**src/rtl/box_drawer.sv**
```systemverilog
// box_drawer: erases the previously drawn box, then draws the new one, one pixel per clock.
// Pixels that fall off the visible screen are skipped but still cost a cycle.
`default_nettype none

module box_drawer #(
   parameter logic [8:0] BOX_WIDTH     = 9'd10,
   parameter logic [8:0] BOX_HEIGHT    = 9'd48,
   parameter logic [8:0] SCREEN_WIDTH  = 9'd320,
   parameter logic [8:0] SCREEN_HEIGHT = 9'd240,
   parameter logic [2:0] BG_COLOR      = 3'b000
) (
   input  logic       clock,
   input  logic       reset_n,
   input  logic       s_valid,
   output logic       s_ready,
   input  logic [8:0] in_x,
   input  logic [8:0] in_y,
   input  logic [2:0] in_color,
   output logic [8:0] vga_x,
   output logic [7:0] vga_y,
   output logic [2:0] vga_colour,
   output logic       vga_plot
);

   typedef enum logic [1:0] {
      S_IDLE  = 2'd0,
      S_ERASE = 2'd1,
      S_DRAW  = 2'd2
   } state_t;

   state_t     state;
   logic [8:0] cx, cy;
   logic [8:0] old_x, old_y, new_x, new_y;
   logic [2:0] new_color;
   logic       have_old;

   logic       busy;
   logic       last_col, last_pix;
   logic [8:0] base_x, base_y;
   logic [9:0] px, py;
   logic       on_screen;

   assign last_col = (cx == BOX_WIDTH - 9'd1);
   assign last_pix = last_col && (cy == BOX_HEIGHT - 9'd1);

   always_ff @(posedge clock or negedge reset_n) begin
      if (!reset_n) begin
         state     <= S_IDLE;
         cx        <= '0;
         cy        <= '0;
         old_x     <= '0;
         old_y     <= '0;
         new_x     <= '0;
         new_y     <= '0;
         new_color <= '0;
         have_old  <= 1'b0;
      end else begin
         case (state)
            S_IDLE: begin
               if (s_valid) begin
                  new_x     <= in_x;
                  new_y     <= in_y;
                  new_color <= in_color;
                  cx        <= '0;
                  cy        <= '0;
                  state     <= have_old ? S_ERASE : S_DRAW;
               end
            end
            S_ERASE, S_DRAW: begin
               if (last_pix) begin
                  cx <= '0;
                  cy <= '0;
                  if (state == S_ERASE) begin
                     state <= S_DRAW;
                  end else begin
                     state    <= S_IDLE;
                     old_x    <= new_x;
                     old_y    <= new_y;
                     have_old <= 1'b1;
                  end
               end else if (last_col) begin
                  cx <= '0;
                  cy <= cy + 9'd1;
               end else begin
                  cx <= cx + 9'd1;
               end
            end
            default: state <= S_IDLE;
         endcase
      end
   end

   // Outputs decode registered state only; the extra bit keeps edge-of-screen sums from wrapping.
   assign busy      = (state == S_ERASE) || (state == S_DRAW);
   assign base_x    = (state == S_ERASE) ? old_x : new_x;
   assign base_y    = (state == S_ERASE) ? old_y : new_y;
   assign px        = {1'b0, base_x} + {1'b0, cx};
   assign py        = {1'b0, base_y} + {1'b0, cy};
   assign on_screen = (px < {1'b0, SCREEN_WIDTH}) && (py < {1'b0, SCREEN_HEIGHT});

   assign s_ready    = (state == S_IDLE);
   assign vga_plot   = busy && on_screen;
   assign vga_x      = busy ? px[8:0] : 9'd0;
   assign vga_y      = busy ? py[7:0] : 8'd0;
   assign vga_colour = (state == S_DRAW) ? new_color : BG_COLOR;

endmodule

`default_nettype wire
```
**config.mk**
```make
export PLATFORM = sky130hd
export DESIGN_NAME = box_drawer
export DESIGN_NICKNAME = d
export VERILOG_FILES = /design/src/rtl/box_drawer.sv
export SDC_FILE = /design/constraint.sdc
export NUM_CORES = 1
export LEC_CHECK = 0
export BUFFER_PORTS_ARGS = -buffer_cell sky130_fd_sc_hd__buf_2
export CORE_MARGIN = 4
export CORE_UTILIZATION = 55
export CTS_CLUSTER_SIZE = 14
export DETAILED_ROUTE_END_ITERATION = 10
export GPL_TIMING_DRIVEN = 1
export PLACE_DENSITY = 0.76
export SKIP_LAST_GASP = 1
export SLEW_MARGIN = 20
export SYNTH_ARGS = -nofsm -noshare
export SYNTH_HDL_FRONTEND = slang
export SYNTH_SLANG_ARGS = --single-unit
```
**constraint.sdc**
```tcl
create_clock -name clock -period 4.17 [get_ports clock]
set_input_delay 0.2085 -clock clock [delete_from_list [all_inputs] [get_ports clock]]
set_output_delay 0.2085 -clock clock [all_outputs]
set_load 0.05 [all_outputs]
```
==> Word level (Yosys, flattened, before mapping) <==
Index checks and enable logic that the tools add are counted.
{ "op_classes": {"addsub": 4, "n_lt_le_gt_ge": 2, "eq_ne": 7, "mux": 17, "n_bitwise": 1, "n_reduce_logical": 13} }
{ "ops": {"columns": ["operator", "n"], "rows": [
  ["$mux 9", 8],
  ["$pmux 9 s2", 2],
  ["$add 9x9->10", 2],
  ["$add 9x1->9 const B", 2],
  ["$lt 10x8->1 const B", 1],
  ["$lt 10x9->1 const B", 1],
  ["$eq 9x4->1 const B", 1],
  ["$eq 9x6->1 const B", 1],
  ["$mux 2", 4],
  ["$mux 8", 1],
  ["$reduce_and 2->1", 4],
  ["$reduce_and 3->1", 2],
  ["$ne 2x2->1 const B", 2],
  ["$pmux 2 s2", 1],
  ["$logic_and 1x1->1", 3],
  ["$mux 3", 1],
  ["$ne 3x3->1 const B", 1],
  ["$eq 2x1->1 const B", 1],
  ["$eq 2x2->1 const B", 1],
  ["$logic_not 2->1", 1],
  ["$reduce_bool 2->1", 1],
  ["$reduce_or 2->1", 1],
  ["$logic_or 1x1->1", 1],
  ["$not 1->1", 1]
]} }
{ "word_totals": {"reg_bits": 60, "word_cells": 53} }

==> Longest topological paths before layout <==
Gate-level depths: netlist of run 1.
{ "logic_depth": {"depth_word": 6, "depth_mapped": 14, "mapped_depth_nobuf": 12} }

==> Worst setup path before layout of run 1 <==
OpenSTA, ideal clock, no wires.
{ "synth_timing": {"path_kind": "flip-flop to output port", "startpoint": "register state[1]", "endpoint": "output vga_y[6]", "arrival_ns": 3.905, "setup_slack_ns": 0.056, "stages_incl_launch_ff": 15, "path_cell_list": "dfrtp_1 -> inv_1 -> ha_1 -> clkbuf_1 -> clkbuf_1 -> mux2_2 -> ha_1 -> inv_1 -> fa_1 -> nor2b_1 -> o21ai_0 -> a21boi_0 -> o21a_1 -> nor3_1 -> nor3_1"} }
{ "synth_via": {"elab_chain_cells": 4, "elab_cells_between_ends": 6} }
{ "synth_lines": {"columns": ["item", "line", "text"], "rows": [
  ["from (decl)", "31", "state_t state;"],
  ["from (signal assigned)", "66", "state <= have_old ? S_ERASE : S_DRAW;"],
  ["$eq 2x1->1", "96", "assign base_y = (state == S_ERASE) ? old_y : new_y;"],
  ["$mux 9", null, null],
  ["via base_y[0]", "39", "logic [8:0] base_x, base_y;"],
  ["$add 9x9->10", "98", "assign py = {1'b0, base_y} + {1'b0, cy};"],
  ["$mux 8", "104", "assign vga_y = busy ? py[7:0] : 8'd0;"],
  ["to (decl)", "20", "output logic [7:0] vga_y,"]
]} }
The timed path passes the listed nets, and every way through them passes these cells.

==> Final worst setup path of run 1 <==
{ "layout_timing": {"startpoint": "register state[1]", "endpoint": "output vga_plot"} }
{ "layout_via": {"elab_chain_cells": 6, "elab_cells_between_ends": 11} }
{ "layout_lines": {"columns": ["item", "line", "text"], "rows": [
  ["$eq 2x1->1", "95", "assign base_x = (state == S_ERASE) ? old_x : new_x;"],
  ["$mux 9", null, null],
  ["via base_x[0]", "39", null],
  ["$add 9x9->10", "97", "assign px = {1'b0, base_x} + {1'b0, cx};"],
  ["$lt 10x9->1", "99", "assign on_screen = (px < {1'b0, SCREEN_WIDTH}) && (py < {1'b0, SCREEN_HEIGHT});"],
  ["$logic_and 1x1->1", "99", null],
  ["$logic_and 1x1->1", "102", "assign vga_plot = busy && on_screen;"],
  ["to (decl)", "22", "output logic vga_plot"]
]} }
The timed path passes the listed nets, and every way through them passes these cells.

==> impl_metrics.toml, run 1 <==
[yosys]
syn_inst = 354
synth_area_leaders = "dfrtp_1, mux2_2, ha_1"
synth_common_cells = "dfrtp_1, mux2_2, o21ai_0, nand2_1, ha_1"
yosys_warnings = 0
synth_edf_count = 0
synth_seq_cells = 60
synth.most_common_cell = "dfrtp_1"
synthDistinctLibCells = 42
synth_fp_nets = 404
synth_area_um2 = 3770
synth_top_cell_by_area = "dfrtp_1"
ys.flop_type = "dfrtp_1"
yosysSeqAreaShare = 0.398
async_reset_ff_frac = 1.00
netlist.area_leader.share = 0.398
syn_avg_cell_area_um2 = 10.6

[placed_design]
finalWeightedCongestion = 1.02
dp_cells = 469
io_buffer_count = 45
hpwl_um = 6160
place_area_um2 = 4060

[setup_path]
reg2reg_depth = 8
crit_buf_inv = 2
crit_cells = 12
max_stage_delay_ps = 410
r2r_end = "cy[6]"
cp-start-kind = "register"
r2r-start = "state[0]"
cp.required_ps = 3960
cp.arrival_ps = 3690
crit_family = "adder cells"
cp-end-kind = "output port"
r2r_slack_ps = 1330
path_cells = "inv_1 > ha_2 > mux2_2 > ha_1 > fa_1 > a21oi_1 > o2111ai_1 > o31ai_1 > xor2_1 > o21bai_1 > and4_1 > buf_2"
cp_slowest_cell = "dfrtp_1"
worstSetupPathType = "register to output port"
path_max_fanout = 6

[drt]
wl_um = 8190
viasPerCell = 5.88
first_pass_iters = 4
ant_nets = 0
route.vias.total = 2857
drtIter0Drc = 177
avgRoutedWirePerCell_um = 16.9
drc = 0

[floorplan]
fp.dieH_um = 90.8
die_x_um = 90.8
rows = 29
core_region_area_um2 = 6490
start_util = 0.580
ios = 46
dieArea_um2 = 8240

[power_and_ir_drop]
peakVddDrop_uv = 336
power_density_nw_per_um2 = 691
power_leakage_nw = 2.11

[global_routing]
grt-ovfl-total = 0
grt_pass1_vias = 2912
grt_first_pass_wirelength_um = 14100
grt_start_max_net_pins = 44
antenna_found_initial = 0
grt_use_total = 0.212

[sta]
finalHoldViolCount = 0
slew_headroom = 0.545
setup_viol_count_final = 0
fin_crit_ps = 3900
finalSetupTns_ps = 0
rsz0062_at_grt = "false"
fin_skew_ps = 4.82
clock.fmax_ghz = 0.256
period_share = 0.936
slew_violations = 0
tightest_slew_ps = 679

[cts]
h-tree-depth = 3
cts_tree = "done"
path_clk_slew_ps = 70
clk_latency_ps = 330
cts_root_buf = "clkbuf_8"
numCtsBuffers = 9
cts.sinks = 60
clockBufferDepth = 2

[status]
run_status = "complete, no violations"

[final_layout]
drive_gt1_frac = 0.306
final_core_util = 0.665
diodes = 0
instances_no_fill = 486
final_net_count = 454
fillers = 509
final_area_um2 = 4320
syn_to_final_growth_pct = 14.5

[worst_hold_path]
holdPathStages = 2
whs_endpoint = "new_color[0]"
worstHoldStart = "in_color[0]"
worstHoldPathType = "input pin to register"

[run]
cap_viol_max_count = 0
[worst max path at each step]
| stage | from | to | slack (ps) |
|---|---|---|---|
| after floorplan | state[1] | vga_y[6] | 60 |
| after global placement | state[1] | vga_plot | 710 |
| after detailed placement | state[1] | vga_plot | 560 |
| after CTS | state[1] | vga_plot | 180 |
| after global routing | state[1] | vga_plot | 40 |
| final | state[1] | vga_plot | 270 |
[cell usage in the layout, fill, tap and decap left out, types with 5 or more instances in the layout]
master and n:
a21o_1 5, a21oi_1 12, and2_1 11, and3_1 7
buf_2 45, clkbuf_8 9, dfrtp_1 60, ha_1 23
inv_1 13, mux2_2 38, mux2_4 17, nand2_1 30
nand3_1 9, nor2_1 19, o21a_1 5, o21ai_0 34
xor2_1 8
[layout make-up]
type	count	area (um^2)	share of cell area
Multi-Input combinational cell	271	2170	0.503
Sequential cell	60	1500	0.348
Timing Repair Buffer	49	258	0.0597
Clock buffer	10	128	0.0296
Clock inverter	6	113	0.0261
Tap cell	77	96.3	0.0223
Inverter	13	48.8	0.0113
[per-layer routing]
layer  vias to the layer above  GRT usage  part of all wire
met5                         -          0                 0
met3                        17     0.0433             0.043
met4                         0     0.0842             0.028
met1                      1390      0.286              0.46
met2                        71      0.334              0.47
li1                       1379          -                 -
[where the power goes]
| group | switching, mW | total, mW | internal (mW) | leakage (nW) |
|---|---|---|---|---|
| Clock | 0.240 | 0.638 | 0.398 | 0.120 |
| Sequential | 0.103 | 0.809 | 0.706 | 0.784 |
| Combinational | 1.00 | 1.54 | 0.538 | 1.20 |
[stage by stage]
stage | setup slack [ps] | total power, mW | hold slack, ps
2_1_floorplan | 56.1 | 1.98 | -87.1
3_3_place_gp | 715 | 2.30 | 150
3_5_place_dp | 562 | 2.34 | 155
4_1_cts | 179 | 2.99 | 95.3
5_1_grt | 36.9 | 3.18 | 93.0
6_report | 268 | 2.98 | 102
[registers in the layout (all words and copies together), names as in the netlist]
name / cells
cx: 9
cy: 9
new_x: 9
new_y: 9
old_x: 9
old_y: 9
new_color: 3
state: 2
have_old: 1
[cells by family after synthesis]
logic type               synth area share
AND/OR/NAND/NOR                     0.132
AO/OA/AOI/OAI                       0.137
flip-flops                          0.398
multiplexers                        0.187
adder cells (fa/ha/maj)            0.0903
buffers and inverters              0.0269
XOR/XNOR                           0.0279
[repair_timing]
item / 4_1_cts / 5_1_grt
buffers inserted: 0 / 0
resized for setup: 0 / 3
hold buffers: 1 / 0
endpoints found under the setup margin: 0 / 1
hold endpoints to repair: 17 / 0
Note: power is estimated with default switching activity, not from simulation.
==> run 2: changes to the inputs <==
--- a/config.mk
+++ b/config.mk
@@ -12,6 +12,7 @@
 export DETAILED_ROUTE_END_ITERATION = 10
 export GPL_TIMING_DRIVEN = 1
 export PLACE_DENSITY = 0.76
+export RECOVER_POWER = 50
 export SKIP_LAST_GASP = 1
 export SLEW_MARGIN = 20
 export SYNTH_ARGS = -nofsm -noshare
==> run 2 against run 1 <==
  * The flow now finishes with violations (max-capacitance violations, max-slew violations)
  * Cell count is the same
  * Clock power is essentially flat
  * Critical path depth is the same
  * Clock skew is essentially flat
  * Hold slack gained 1.6 ps
  * Global-route usage is the same
  * Sequential cell count is the same
  * Sequential share of layout area grew 0.11 points
  * Die area is the same
  * Core utilization shrank 0.21 points
==> impl_metrics.toml, run 2 (synthesized netlist as in run 1, its figures left out) <==
[placed_design]
io_buffer_count = 45
hpwl_um = 6160
finalWeightedCongestion = 1.02

[sta]
clock.fmax_ghz = 0.256
setup_viol_count_final = 0
period_share = 0.937
rsz0062_at_grt = "false"
tightest_slew_ps = 2300
finalSetupTns_ps = 0
slew_violations = 44
fin_skew_ps = 4.77
fin_crit_ps = 3910
slew_headroom = -0.536
finalHoldViolCount = 0

[global_routing]
grt_first_pass_wirelength_um = 14100
grt_pass1_vias = 2912
antenna_found_initial = 0
grt_start_max_net_pins = 44
grt-ovfl-total = 0
grt_use_total = 0.212

[setup_path]
r2r-start = "state[0]"
cp.required_ps = 3960
critPathLaunch = "state[1]"
path_max_fanout = 6
r2r_end = "cy[6]"
cp-end-kind = "output port"
cp-start-kind = "register"
cp.arrival_ps = 3700
endpoint = "vga_plot"
worstSetupPathType = "register to output port"
reg2reg_depth = 8
r2r_slack_ps = 1300

[run]
cap_viol_max_count = 1

[final_layout]
mostFrequentLayoutCell = "dfrtp_1"
fillers = 515
final_cell_mix = "dfrtp_1, buf_2, mux2_2, o21ai_0, nand2_1"
syn_to_final_growth_pct = 14.2
drive_gt1_frac = 0.289
diodes = 0
final_core_util = 0.662
final_net_count = 454

[drt]
ant_nets = 0
viasPerCell = 5.93
avgRoutedWirePerCell_um = 16.9
drtIter0Drc = 202
drc = 0
first_pass_iters = 6
wl_um = 8220
route.vias.total = 2881

[cts]
h-tree-depth = 3
cts_root_buf = "clkbuf_8"
cts_tree = "done"
path_clk_slew_ps = 70
clockBufferDepth = 2
clk_latency_ps = 330
numCtsBuffers = 9
post_cts_buffers = 0
cts.sinks = 60

[floorplan]
start_util = 0.580
ios = 46
fp.dieH_um = 90.8
core_region_area_um2 = 6490
dieArea_um2 = 8240
rows = 29
die_x_um = 90.8

[power_and_ir_drop]
power_density_nw_per_um2 = 693
power_leakage_nw = 2.08
p_total_mw = 2.98
peakVddDrop_uv = 336

[status]
run_status = "complete, but fails checks"
violations = "max-capacitance violations, max-slew violations"

[worst_hold_path]
worstHoldPathType = "input pin to register"
run 2: how the worst min path moves through the flow:
stage | start | endpoint | slack, ps | depth (start not counted)
6_report | in_color[0] | new_color[0] | 100 | 2
5_1_grt | in_y[3] | new_y[3] | 90 | 2
4_1_cts | in_y[8] | new_y[8] | 100 | 2
3_5_place_dp | reset_n | new_x[7] | 160 | 1
3_3_place_gp | reset_n | new_x[5] | 150 | 1
2_1_floorplan | reset_n | cx[0] | -90 | 0
run 2: area by class of cell:
cell class | count | area [um^2] | area share
inverters | 13 | 48.8 | 0.0113
flip-flops and latches | 60 | 1500 | 0.349
repair buffers | 49 | 244 | 0.0567
multi-input cells | 271 | 2170 | 0.505
clock buffers | 10 | 128 | 0.0297
well taps | 77 | 96.3 | 0.0224
clock inverters | 6 | 113 | 0.0262
run 2: worst max-delay path, cell delays in order, from the launching register on:
cell	delay, ps
dfrtp_1	410
inv_1	110
ha_2	270
mux2_2	370
ha_1	230
fa_1	410
a21oi_1	210
o2111ai_1	210
o31ai_1	290
xor2_1	200
o21bai_1	140
and4_1	250
buf_2	280
run 2: power breakdown:
group	switching (mW)	internal [mW]	total, mW	leakage [nW]
sequential	0.103	0.706	0.808	0.784
clock	0.238	0.398	0.636	0.120
combinational	1.00	0.532	1.54	1.18
total	1.35	1.64	2.98	2.08
run 2: repair_timing:
| action | CTS | global route |
|---|---|---|
| hold buffers | 1 | 0 |
| hold endpoints to repair | 17 | 0 |
| endpoints found under the setup margin | 0 | 1 |
| resized for setup | 0 | 3 |
run 2: metal layers:
metal | global-route usage | vias up | part of all wire
met5 | 0 | - | 0
met4 | 0.0842 | 0 | 0.027
met3 | 0.0433 | 18 | 0.041
met2 | 0.334 | 83 | 0.47
met1 | 0.286 | 1398 | 0.46
li1 | - | 1382 | -
run 2: metrics by stage:
step / cell area [um^2] / setup WS, ps / instances / hold WS (ps)
3_3_place_gp: 4060 / 715 / 469 / 150
2_1_floorplan: 3770 / 56.1 / 354 / -87.1
5_1_grt: 4300 / 36.9 / 486 / 93.0
4_1_cts: 4310 / 179 / 486 / 95.3
6_report: 4300 / 262 / 486 / 103
3_5_place_dp: 4060 / 562 / 469 / 155
==> run 3: changes to the inputs <==
--- a/config.mk
+++ b/config.mk
@@ -10,7 +10,7 @@
 export CORE_UTILIZATION = 55
 export CTS_CLUSTER_SIZE = 14
 export DETAILED_ROUTE_END_ITERATION = 10
-export GPL_TIMING_DRIVEN = 1
+export GPL_TIMING_DRIVEN = 0
 export PLACE_DENSITY = 0.76
 export RECOVER_POWER = 50
 export SKIP_LAST_GASP = 1
==> constraint.sdc (replaced) <==
create_clock -name clock -period 4.45 [get_ports clock]
set_input_delay 0.2225 -clock clock [delete_from_list [all_inputs] [get_ports clock]]
set_output_delay 0.2225 -clock clock [all_outputs]
set_load 0.05 [all_outputs]
==> run 3 against run 2 <==
  * The flow still finishes with violations (max-capacitance violations, max-slew violations)
  * Cell count increased by 1.0%
  * Global-route usage decreased by 0.60 points
  * Hold slack improved by 11 ps
  * Worst setup slack improved by 45 ps
  * Count of clock-buffer cells in the layout up 2
  * Register-to-register slack better by 410 ps
  * First-iteration DRC count is 18% lower
  * Clock power shrank 21%
  * Highest routed layer unchanged
==> impl_metrics.toml, run 3 (synthesized netlist as in run 1, its figures left out) <==
[sta]
slew_violations = 61
setup_viol_count_final = 0
finalHoldViolCount = 0
slew_headroom = -1.09
rsz0062_at_grt = "false"
fin_skew_ps = 9.62
tightest_slew_ps = 3130
period_share = 0.931
fin_crit_ps = 4140
clock.fmax_ghz = 0.241

[global_routing]
grt-ovfl-total = 0
antenna_found_initial = 0
grt_use_total = 0.206
grt_pass1_vias = 2802
grt_start_max_net_pins = 61
grt_first_pass_wirelength_um = 13600

[final_layout]
instances_no_fill = 491
drive_gt1_frac = 0.287
final_core_util = 0.662
final_cell_mix = "dfrtp_1, buf_2, mux2_2, o21ai_0, nand2_1"
final_area_um2 = 4300
diodes = 0
final_net_count = 459
syn_to_final_growth_pct = 14.0
mostFrequentLayoutCell = "dfrtp_1"

[drt]
viasPerCell = 5.86
drtIter0Drc = 165
ant_nets = 0
drc = 0
route.vias.total = 2876
avgRoutedWirePerCell_um = 16.5
first_pass_iters = 4
wl_um = 8110

[setup_path]
r2r_end = "cy[6]"
cp.required_ps = 4230
worstSetupPathType = "register to output port"
cp-start-kind = "register"
r2r_slack_ps = 1710
path_max_fanout = 19
r2r-start = "state[0]"
cp.arrival_ps = 3920
reg2reg_depth = 10
cp-end-kind = "output port"

[floorplan]
core_region_area_um2 = 6490
dieArea_um2 = 8240
rows = 29
start_util = 0.580
ios = 46
die_x_um = 90.8
fp.dieH_um = 90.8

[worst_hold_path]
worstHoldStart = "in_y[4]"
worstHoldPathType = "input pin to register"
whs_endpoint = "new_y[4]"
holdPathStages = 2

[cts]
h-tree-depth = 3
cts_root_buf = "clkbuf_8"
clk_latency_ps = 340
numCtsBuffers = 9
clockBufferDepth = 2
cts_tree = "done"
cts.sinks = 60
path_clk_slew_ps = 70

[power_and_ir_drop]
peakVddDrop_uv = 333
seqPwrFrac = 0.279
clockPowerShare = 0.187
p_switching_mw = 1.24
power_leakage_nw = 2.07
power_density_nw_per_um2 = 624
p_total_mw = 2.68
p_int_mw = 1.44
p_sw_frac = 0.463
power_frac_comb = 0.534

[placed_design]
dp_cells = 476
place_area_um2 = 4090
io_buffer_count = 45
finalWeightedCongestion = 0.888
hpwl_um = 6060

[status]
violations = "max-capacitance violations, max-slew violations"
run_status = "complete, but fails checks"

[run]
cap_viol_max_count = 1
run 3: cell type report:
class                      count  area, um^2
clock buffer                  12         155
buffer                         8        45.0
inverter                      13        48.8
clock inverter                 4        47.5
sequential                    60        1500
multi-input combinational    271        2170
timing repair buffer          46         231
tap                           77        96.3
fill                         501        2200
run 3: worst max path at each step:
stage,start,end,slack (ps),cells past startpoint
floorplan,state[1],vga_y[6],320,14
CTS,state[1],vga_plot,90,13
global route,state[1],vga_plot,150,12
finish,state[1],vga_plot,310,12
global placement,state[1],vga_plot,-180,14
detailed placement,state[1],vga_plot,-210,14
run 3: power by group through the flow:
stage	Sequential, mW	Combinational, mW	Clock (mW)
2_1_floorplan	0.726	1.13	0
3_5_place_dp	0.758	1.43	0
4_1_cts	0.748	1.44	0.511
5_1_grt	0.767	1.55	0.542
3_3_place_gp	0.750	1.40	0
6_report	0.749	1.43	0.502
run 3: critical path: stages (launching register included):
cell,delay [ps]
dfrtp_1,410
inv_1,140
ha_4,330
mux2_2,410
ha_1,230
fa_1,400
a21oi_1,230
o2111ai_1,230
o31ai_2,250
xor2_1,270
o21bai_1,170
and4_1,250
clkbuf_4,240
run 3: layer usage:
metal / vias to the layer above / track usage / part of all wire
met1: 1413 / 0.292 / 0.48
met5: - / 0 / 0
met2: 64 / 0.314 / 0.45
li1: 1385 / - / -
met3: 14 / 0.0392 / 0.047
met4: 0 / 0.0741 / 0.018
run 3: through the flow:
step | worst slack (ps) | hold slack [ps] | TNS (ps)
finish | 307 | 114 | 0
global route | 151 | 108 | 0
CTS | 91.3 | 104 | 0
detailed placement | -208 | 336 | -208
global placement | -182 | 454 | -182
floorplan | 322 | -73.1 | 0
run 3: repair_timing:
action                                 4_1_cts  5_1_grt
resized for setup                            4        3
endpoints found under the hold margin       60        0
gates cloned                                 0        0
hold buffers                                 1        0
buffers inserted                             0        0
setup endpoints to repair                    5        1
